### config.mk
export PLATFORM = sky130hd
export DESIGN_NAME = modadd_arbiter
export DESIGN_NICKNAME = d
export VERILOG_FILES = /design/src/rtl/modadd_arbiter.sv
export SDC_FILE = /design/constraint.sdc
export NUM_CORES = 1
export LEC_CHECK = 0
export ABC_AREA = 1
export BUFFER_PORTS_ARGS = -buffer_cell sky130_fd_sc_hd__clkbuf_2
export CAP_MARGIN = 25
export CORE_MARGIN = 2
export CORE_UTILIZATION = 50
export CTS_CLUSTER_DIAMETER = 60
export CTS_CLUSTER_SIZE = 30
export DETAILED_ROUTE_END_ITERATION = 8
export PLACE_DENSITY = 0.92
export SLEW_MARGIN = 20
export SYNTH_ARGS = -nofsm -noshare
export SYNTH_HDL_FRONTEND = slang
export SYNTH_SLANG_ARGS = --single-unit
### constraint.sdc
create_clock -name clk -period 2.7 [get_ports clk]
set_input_delay 0 -clock clk [delete_from_list [all_inputs] [get_ports clk]]
set_output_delay 0 -clock clk [all_outputs]
set_load 0.01 [all_outputs]
### src/rtl/modadd_arbiter.sv
// Round-robin arbiter sharing one mod-MODULUS add/sub datapath between two requesters; 3+ cycles/op, no overlap.
// Latency: accept at N, datapath driven N+1, response N+2; resp held until granted resp_ready. Option: MODADD_RANGE_CHECK_EN.
module modadd_arbiter #(
  parameter int W       = 4,
  parameter int MODULUS = 11,
  parameter int CNT_W   = 8
) (
  input  logic             clk,
  input  logic             rst,
  input  logic             req_valid_0,
  input  logic             req_valid_1,
  output logic             req_ready_0,
  output logic             req_ready_1,
  input  logic             req_s_0,
  input  logic             req_s_1,
  input  logic [W-1:0]     req_x_0,
  input  logic [W-1:0]     req_x_1,
  input  logic [W-1:0]     req_y_0,
  input  logic [W-1:0]     req_y_1,
  output logic             resp_valid_0,
  output logic             resp_valid_1,
  input  logic             resp_ready_0,
  input  logic             resp_ready_1,
  output logic [W-1:0]     resp_z,
  output logic             resp_err,
  output logic             dp_s,
  output logic [W-1:0]     dp_x,
  output logic [W-1:0]     dp_y,
  input  logic [W-1:0]     dp_z,
  output logic             busy,
  output logic [CNT_W-1:0] ops_done
);

  typedef enum logic [1:0] {
    IDLE  = 2'd0,
    ISSUE = 2'd1,
    RESP  = 2'd2
  } state_t;

  state_t           state_q, state_d;
  logic             last_q, last_d;
  logic             gnt_q, gnt_d;
  logic             s_q, s_d;
  logic [W-1:0]     x_q, x_d;
  logic [W-1:0]     y_q, y_d;
  logic [W-1:0]     z_q, z_d;
  logic             err_q, err_d;
  logic [CNT_W-1:0] ops_q, ops_d;

  logic             any_vld;
  logic             pick;
  logic             sel_s;
  logic [W-1:0]     sel_x;
  logic [W-1:0]     sel_y;
  logic             oor;
  logic             rsp_rdy;

  // On a tie the requester that did not win last time gets the grant.
  always_comb begin
    any_vld = req_valid_0 | req_valid_1;
    if (req_valid_0 && req_valid_1) begin
      pick = ~last_q;
    end else begin
      pick = req_valid_1;
    end
    sel_s = pick ? req_s_1 : req_s_0;
    sel_x = pick ? req_x_1 : req_x_0;
    sel_y = pick ? req_y_1 : req_y_0;
  end

`ifdef MODADD_RANGE_CHECK_EN
  localparam logic [W:0] MOD_L = (W+1)'(MODULUS);
  assign oor = ({1'b0, sel_x} >= MOD_L) || ({1'b0, sel_y} >= MOD_L);
`else
  assign oor = 1'b0;
`endif

  assign rsp_rdy = gnt_q ? resp_ready_1 : resp_ready_0;

  always_comb begin
    state_d      = state_q;
    last_d       = last_q;
    gnt_d        = gnt_q;
    s_d          = s_q;
    x_d          = x_q;
    y_d          = y_q;
    z_d          = z_q;
    err_d        = err_q;
    ops_d        = ops_q;
    req_ready_0  = 1'b0;
    req_ready_1  = 1'b0;
    resp_valid_0 = 1'b0;
    resp_valid_1 = 1'b0;
    dp_s         = 1'b0;
    dp_x         = '0;
    dp_y         = '0;

    unique case (state_q)
      IDLE: begin
        if (any_vld) begin
          req_ready_0 = ~pick;
          req_ready_1 = pick;
          gnt_d       = pick;
          s_d         = sel_s;
          x_d         = sel_x;
          y_d         = sel_y;
          err_d       = oor;
          state_d     = ISSUE;
        end
      end
      ISSUE: begin
        // A flagged operation keeps the datapath at zero and returns zero.
        if (err_q) begin
          z_d = '0;
        end else begin
          dp_s = s_q;
          dp_x = x_q;
          dp_y = y_q;
          z_d  = dp_z;
        end
        state_d = RESP;
      end
      RESP: begin
        resp_valid_0 = ~gnt_q;
        resp_valid_1 = gnt_q;
        if (rsp_rdy) begin
          ops_d   = ops_q + 1'b1;
          last_d  = gnt_q;
          state_d = IDLE;
        end
      end
      default: begin
        state_d = IDLE;
      end
    endcase
  end

  always_ff @(posedge clk) begin
    if (rst) begin
      state_q <= IDLE;
      last_q  <= 1'b1;
      gnt_q   <= 1'b0;
      s_q     <= 1'b0;
      x_q     <= '0;
      y_q     <= '0;
      z_q     <= '0;
      err_q   <= 1'b0;
      ops_q   <= '0;
    end else begin
      state_q <= state_d;
      last_q  <= last_d;
      gnt_q   <= gnt_d;
      s_q     <= s_d;
      x_q     <= x_d;
      y_q     <= y_d;
      z_q     <= z_d;
      err_q   <= err_d;
      ops_q   <= ops_d;
    end
  end

  assign resp_z   = z_q;
  assign resp_err = err_q;
  assign busy     = (state_q != IDLE);
  assign ops_done = ops_q;

endmodule

==> results of run 1 <==
-- through the flow --
step	instance area (sq um)	cells	total power [mW]	setup slack [ps]
floorplan	1260	184	0.544	1550
global placement	1520	261	0.592	1320
detailed placement	1520	261	0.596	1290
CTS	1780	288	0.794	803
global route	1780	288	0.840	567
finish	1780	288	0.795	736
-- final timing paths --
kind / startpoint / end / slack [ps] / depth (start not counted)
setup / recovery: last_q$_SDFFE_PP1P_ / y_q[1]$_SDFFE_PP0P_ / 740 / 6
hold / removal: resp_ready_0 / state_q[1]$_SDFFE_PP0P_ / 120 / 6
setup reg to reg: last_q$_SDFFE_PP1P_ / y_q[1]$_SDFFE_PP0P_ / 740 / 6
hold reg to reg: ops_done[7]$_SDFFE_PP0P_ / ops_done[7]$_SDFFE_PP0P_ / 520 / 2
-- tightest hold or removal path, delay by kind of cell --
family / cells / cell delay [ps]
simple gates: 3 / 210
compound gates: 1 / 50
buf+inv: 2 / 130
-- final cells by class --
type                       count  area share
tap                           30      0.0211
clock buffer                   4      0.0148
multi-input combinational    126       0.346
sequential                    25       0.282
inverter                      27      0.0571
timing repair buffer          76       0.279
-- layout by cell type, fill, tap and decap left out --
cell / instances
conb_1: 1
dlygate4sd3_1: 23
dfxtp_1: 25
inv_2: 5
a31oi_1: 9
nand4_1: 3
clkbuf_1: 1
o21ai_2: 1
clkbuf_4: 3
xor2_1: 1
ha_1: 1
clkinv_1: 1
nand2_4: 1
nand2_2: 1
a21oi_1: 3
nor2_8: 2
inv_1: 21
o211ai_1: 1
o21ai_0: 14
nor2_4: 2
nor2_1: 40
a211oi_2: 1
nand3_1: 1
nand2_1: 44
clkbuf_2: 53
-- state kept, by name (all words and copies together) (netlist names) --
signal	flops
gnt_q	1
y_q	4
x_q	4
s_q	1
ops_done	8
state_q	2
resp_z	4
last_q	1
-- power breakdown --
group	internal, mW	total (mW)	switching [mW]
combinational	0.0968	0.213	0.116
sequential	0.399	0.418	0.0196
clock	0.0578	0.164	0.106
-- cells by family after synthesis --
kind of cell / synth area share
compound gates: 0.135
xor+xnor: 0.00694
fa+ha+maj: 0.00991
buf+inv: 0.117
flops: 0.396
other cells: 0.00297
simple gates: 0.332
-- per-layer routing --
| metal | up-vias | wire length (um) | global-route usage | share of wire |
|---|---|---|---|---|
| met3 | 4 | 181 | 0.0437 | 0.057 |
| met5 | - | 0 | 0 | 0 |
| met2 | 44 | 1670 | 0.452 | 0.52 |
| li1 | 721 | - | - | - |
| met4 | 0 | 34 | 0.0750 | 0.011 |
| met1 | 635 | 1300 | 0.251 | 0.41 |
==> results.yml, run 1 <==
cts:
  cts_setup_buffers: 0
  path_clk_slew_ps: 130
  cts_tree: "yes"
  htree_levels: 1
  cts_buffer_depth: 2
  cts_resized: 0
  postCtsHoldBufs: 23
  clock_latency_ps: 310
  cts_buffers: 3
  cts_sinks: 25
  cts-root-buf: "clkbuf_4"
die:
  ioPinCount: 55
  num_rows: 18
  core_sq_um: 2430
  dieWidth_um: 54.3
  die_h_um: 54.3
  die_area_sq_um: 2940
  initial_core_util: 0.519
drt:
  first_iter_violations: 17
  routed_via_density: 4.88
  wl_per_cell_um: 11.0
  drt-total-wl_um: 3180
  final_antenna_net_count: 0
  route.detailed.drc: 0
  vias: 1404
  firstDrtPassIters: 4
cells_and_area:
  fin_util: 0.730
  multi_input_comb_area_sq_um: 614
  area_growth_pct: 40.6
  insertedDiodeCount: 0
  nFillCells: 196
  final_layout_size_suffix_gt1_frac: 0.267
  register_area_sq_um: 500
  nets: 288
synth:
  synthTopCellsByCount: "nand2_1, nor2_1, dfxtp_1"
  async_flop_share: 0
  ys_seq_elements: 25
  synthesis.area_sq_um: 1260
  synth_enable_flop_cells: 0
  synth.largest_area_cell: "dfxtp_1"
  yosys.area.top_type_share: 0.396
  syn_avg_cell_area_sq_um: 6.86
  synth_ff_type: "dfxtp_1"
  syn-instance-count: 184
  yosysMostFrequentCell: "nand2_1"
  synth_cell_type_count: 26
  syn-num-nets: 213
  synth_area_leaders: "dfxtp_1, nand2_1, nor2_1"
  ys_seq_area_frac: 0.396
  yosysWarningCount: 0
sta:
  fin_setup_tns_ps: 0
  hold_viol: 0
  worstMarginPinSlew_ps: 568
  hold_slack_ps: 117
  maxSlewHeadroom: 0.621
  final_max_slew_viol_count: 0
  fin_crit_sh: 0.727
  fin_skew_ps: 2.46
  rsz0062_at_grt: "false"
  fin_crit_ps: 1960
  clock.fmax_ghz: 0.509
  setup_viol: 0
pwr:
  power_density_nw_per_um2: 448
  ir_worst_vdd_mv: 0.327
  p_leak_nw: 0.903
grt:
  overflow: 0
  grt_max_degree: 22
  grt_pass1_vias: 1244
  track_usage: 0.234
  grt_pass1_wl_um: 5020
  antenna_found_initial: 0
setup_path:
  path_class: "reg2reg"
  worst_path_largest_cell_delay_ps: 580
  cp_cell_sequence: "nand2_1 > nand2_1 > clkinv_1 > nand2_1 > a31oi_1 > dlygate4sd3_1"
  worstPathMaxFanout: 11
  cp_num_buf_inv: 2
  critPathSlowestCell: "dlygate4sd3_1"
  startpoint_type: "register"
  endpoint_kind: "register"
  critical_path.top_delay_family: "buffers and inverters"
  required_ps: 2910
  arrival_ps: 2180
  cpMostUsedCell: "nand2_1"
hold_path:
  worstHoldPathType: "in2reg"
place:
  place_congestion: 0.687
  dp_hpwl_um: 2100
  port_buffers: 53
run:
  cap_violations: 0
outcome:
  outcome: "completed"
Power figures use the tool's default switching activity.
==> run 2, diff against run 1 <==
Settings changed: CORE_UTILIZATION 50 to 46, PLACE_DENSITY 0.92 to 0.86.
Clock period 2.7 ns to 1.85 ns, I/O delays scaled along.
==> run 2 against run 1 <==
Worst setup slack got worse by 730 ps; total power rose by 54%; count of clock-buffer cells in the layout is the same; critical path depth unchanged; cell area increased by 3.2%; combinational power up 69%; global-route usage up 1.5 points; critical path type unchanged; largest power group unchanged.
==> results.yml, run 2 (synthesis results as in run 1) <==
pwr:
  clkPwrFrac: 0.206
  p_seq_frac: 0.500
  p_leak_nw: 0.926
  ir_worst_vdd_mv: 0.580
  power_mw: 1.23
  p_sw_mw: 0.396
  power_density_nw_per_um2: 669
  switching_share: 0.323
  internal_power_mw: 0.830
  p_comb_frac: 0.294
drt:
  routed_via_density: 5.05
  firstDrtPassIters: 4
  drt-total-wl_um: 4050
  final_antenna_net_count: 0
  wl_per_cell_um: 13.8
  vias: 1485
  route.detailed.drc: 0
  first_iter_violations: 41
outcome:
  outcome: "completed"
cts:
  path_clk_slew_ps: 150
  cts_buffer_depth: 2
  cts_tree: "yes"
  clock_latency_ps: 330
  cts_sinks: 25
  cts-root-buf: "clkbuf_4"
  cts_buffers: 3
  htree_levels: 1
grt:
  track_usage: 0.248
  grt_pass1_wl_um: 6080
  grt_max_degree: 22
  antenna_found_initial: 0
  grt_pass1_vias: 1462
  overflow: 0
cells_and_area:
  final_common_cell: "clkbuf_2"
  largest_reg_flops: 8
  area_growth_pct: 45.1
  nets: 294
  insertedDiodeCount: 0
  layout_common_cells: "clkbuf_2, nand2_1, nor2_1"
  final_layout_size_suffix_gt1_frac: 0.288
setup_path:
  required_ps: 2070
  worstPathMaxFanout: 6
  worst_path_largest_cell_delay_ps: 570
  critPathSlowestCell: "dlygate4sd3_1"
  startpoint_type: "register"
  path_class: "reg2reg"
  cp_cell_sequence: "inv_2 > nand2_4 > nor2_8 > o21ai_0 > a31oi_1 > dlygate4sd3_1"
  arrival_ps: 2060
  endpoint_kind: "register"
sta:
  final_max_slew_viol_count: 0
  layout_setup_ws_ps: 4.52
  fin_setup_tns_ps: 0
  fin_crit_ps: 1850
  maxSlewHeadroom: 0.662
  clock.fmax_ghz: 0.542
  worstMarginPinSlew_ps: 505
  setup_viol: 0
  fin_crit_sh: 0.998
  fin_skew_ps: 16.9
  hold_viol: 0
die:
  die_area_sq_um: 3180
  initial_core_util: 0.496
  dieWidth_um: 56.4
  ioPinCount: 55
  num_rows: 18
  core_sq_um: 2540
  die_h_um: 56.4
hold_path:
  worstHoldPathType: "in2reg"
place:
  dpl_worst_slack_ps: 669
  port_buffers: 53
  place_congestion: 0.846
  dp_hpwl_um: 2130
run:
  cap_violations: 0
run 2: changes by cell type in the layout (fill, tap and decap cells not counted), sizes merged:
cell      before  now
buf            0    5
clkinvlp       0    1
inv           26   25
nor2          44   45
run 2: per-stage QoR:
stage          hold slack (ps)  instances  instance area [sq um]   util
2_1_floorplan             69.1        184                   1260      -
3_3_place_gp               225        262                   1530  0.600
3_5_place_dp               231        262                   1530  0.600
4_1_cts                    115        289                   1780  0.701
5_1_grt                    156        294                   1830  0.720
6_report                   109        294                   1830  0.720
run 2: what timing repair did:
item,in CTS,in global routing
buffers inserted,0,4
resized for setup,0,3
endpoints found under the setup margin,0,8
endpoints found under the hold margin,17,0
hold buffers,23,0
run 2: power by group through the flow:
stage               sequential, mW  clock, mW  combinational, mW
detailed placement           0.620          0              0.251
finish                       0.613      0.253              0.361
floorplan                    0.621          0              0.173
global route                 0.617      0.276              0.392
CTS                          0.609      0.251              0.307
global placement             0.620          0              0.245
run 2: cell type report:
| class | count | area (sq um) |
|---|---|---|
| clock buffers | 4 | 26.3 |
| fillers | 177 | 713 |
| repair buffers | 81 | 537 |
| well taps | 30 | 37.5 |
| flip-flops and latches | 25 | 500 |
| inverters | 27 | 105 |
| multi-input cells | 127 | 626 |
run 2: critical path: cells and delay by family (launching register included):
kind,cells,cell delay [ps]
buffers and inverters,2,680
DFF,1,480
AOI/OAI and AO/OA,2,380
and+or+nand+nor,2,210
run 2: worst paths after layout:
check,startpoint,to,slack (ps),depth (start not counted)
worst max-delay path,state_q[0]$_SDFFE_PP0P_,y_q[0]$_SDFFE_PP0P_,5,6
worst max register to register,state_q[0]$_SDFFE_PP0P_,y_q[0]$_SDFFE_PP0P_,5,6
worst min register to register,ops_done[7]$_SDFFE_PP0P_,ops_done[7]$_SDFFE_PP0P_,520,2
worst min-delay path,resp_ready_1,state_q[1]$_SDFFE_PP0P_,110,6
run 2: per-layer routing:
layer	global-route usage	wire (um)	up-vias
met5	0	0	-
met4	0.187	208	0
met3	0.0438	281	24
met2	0.445	2010	80
met1	0.253	1550	648
li1	-	-	733
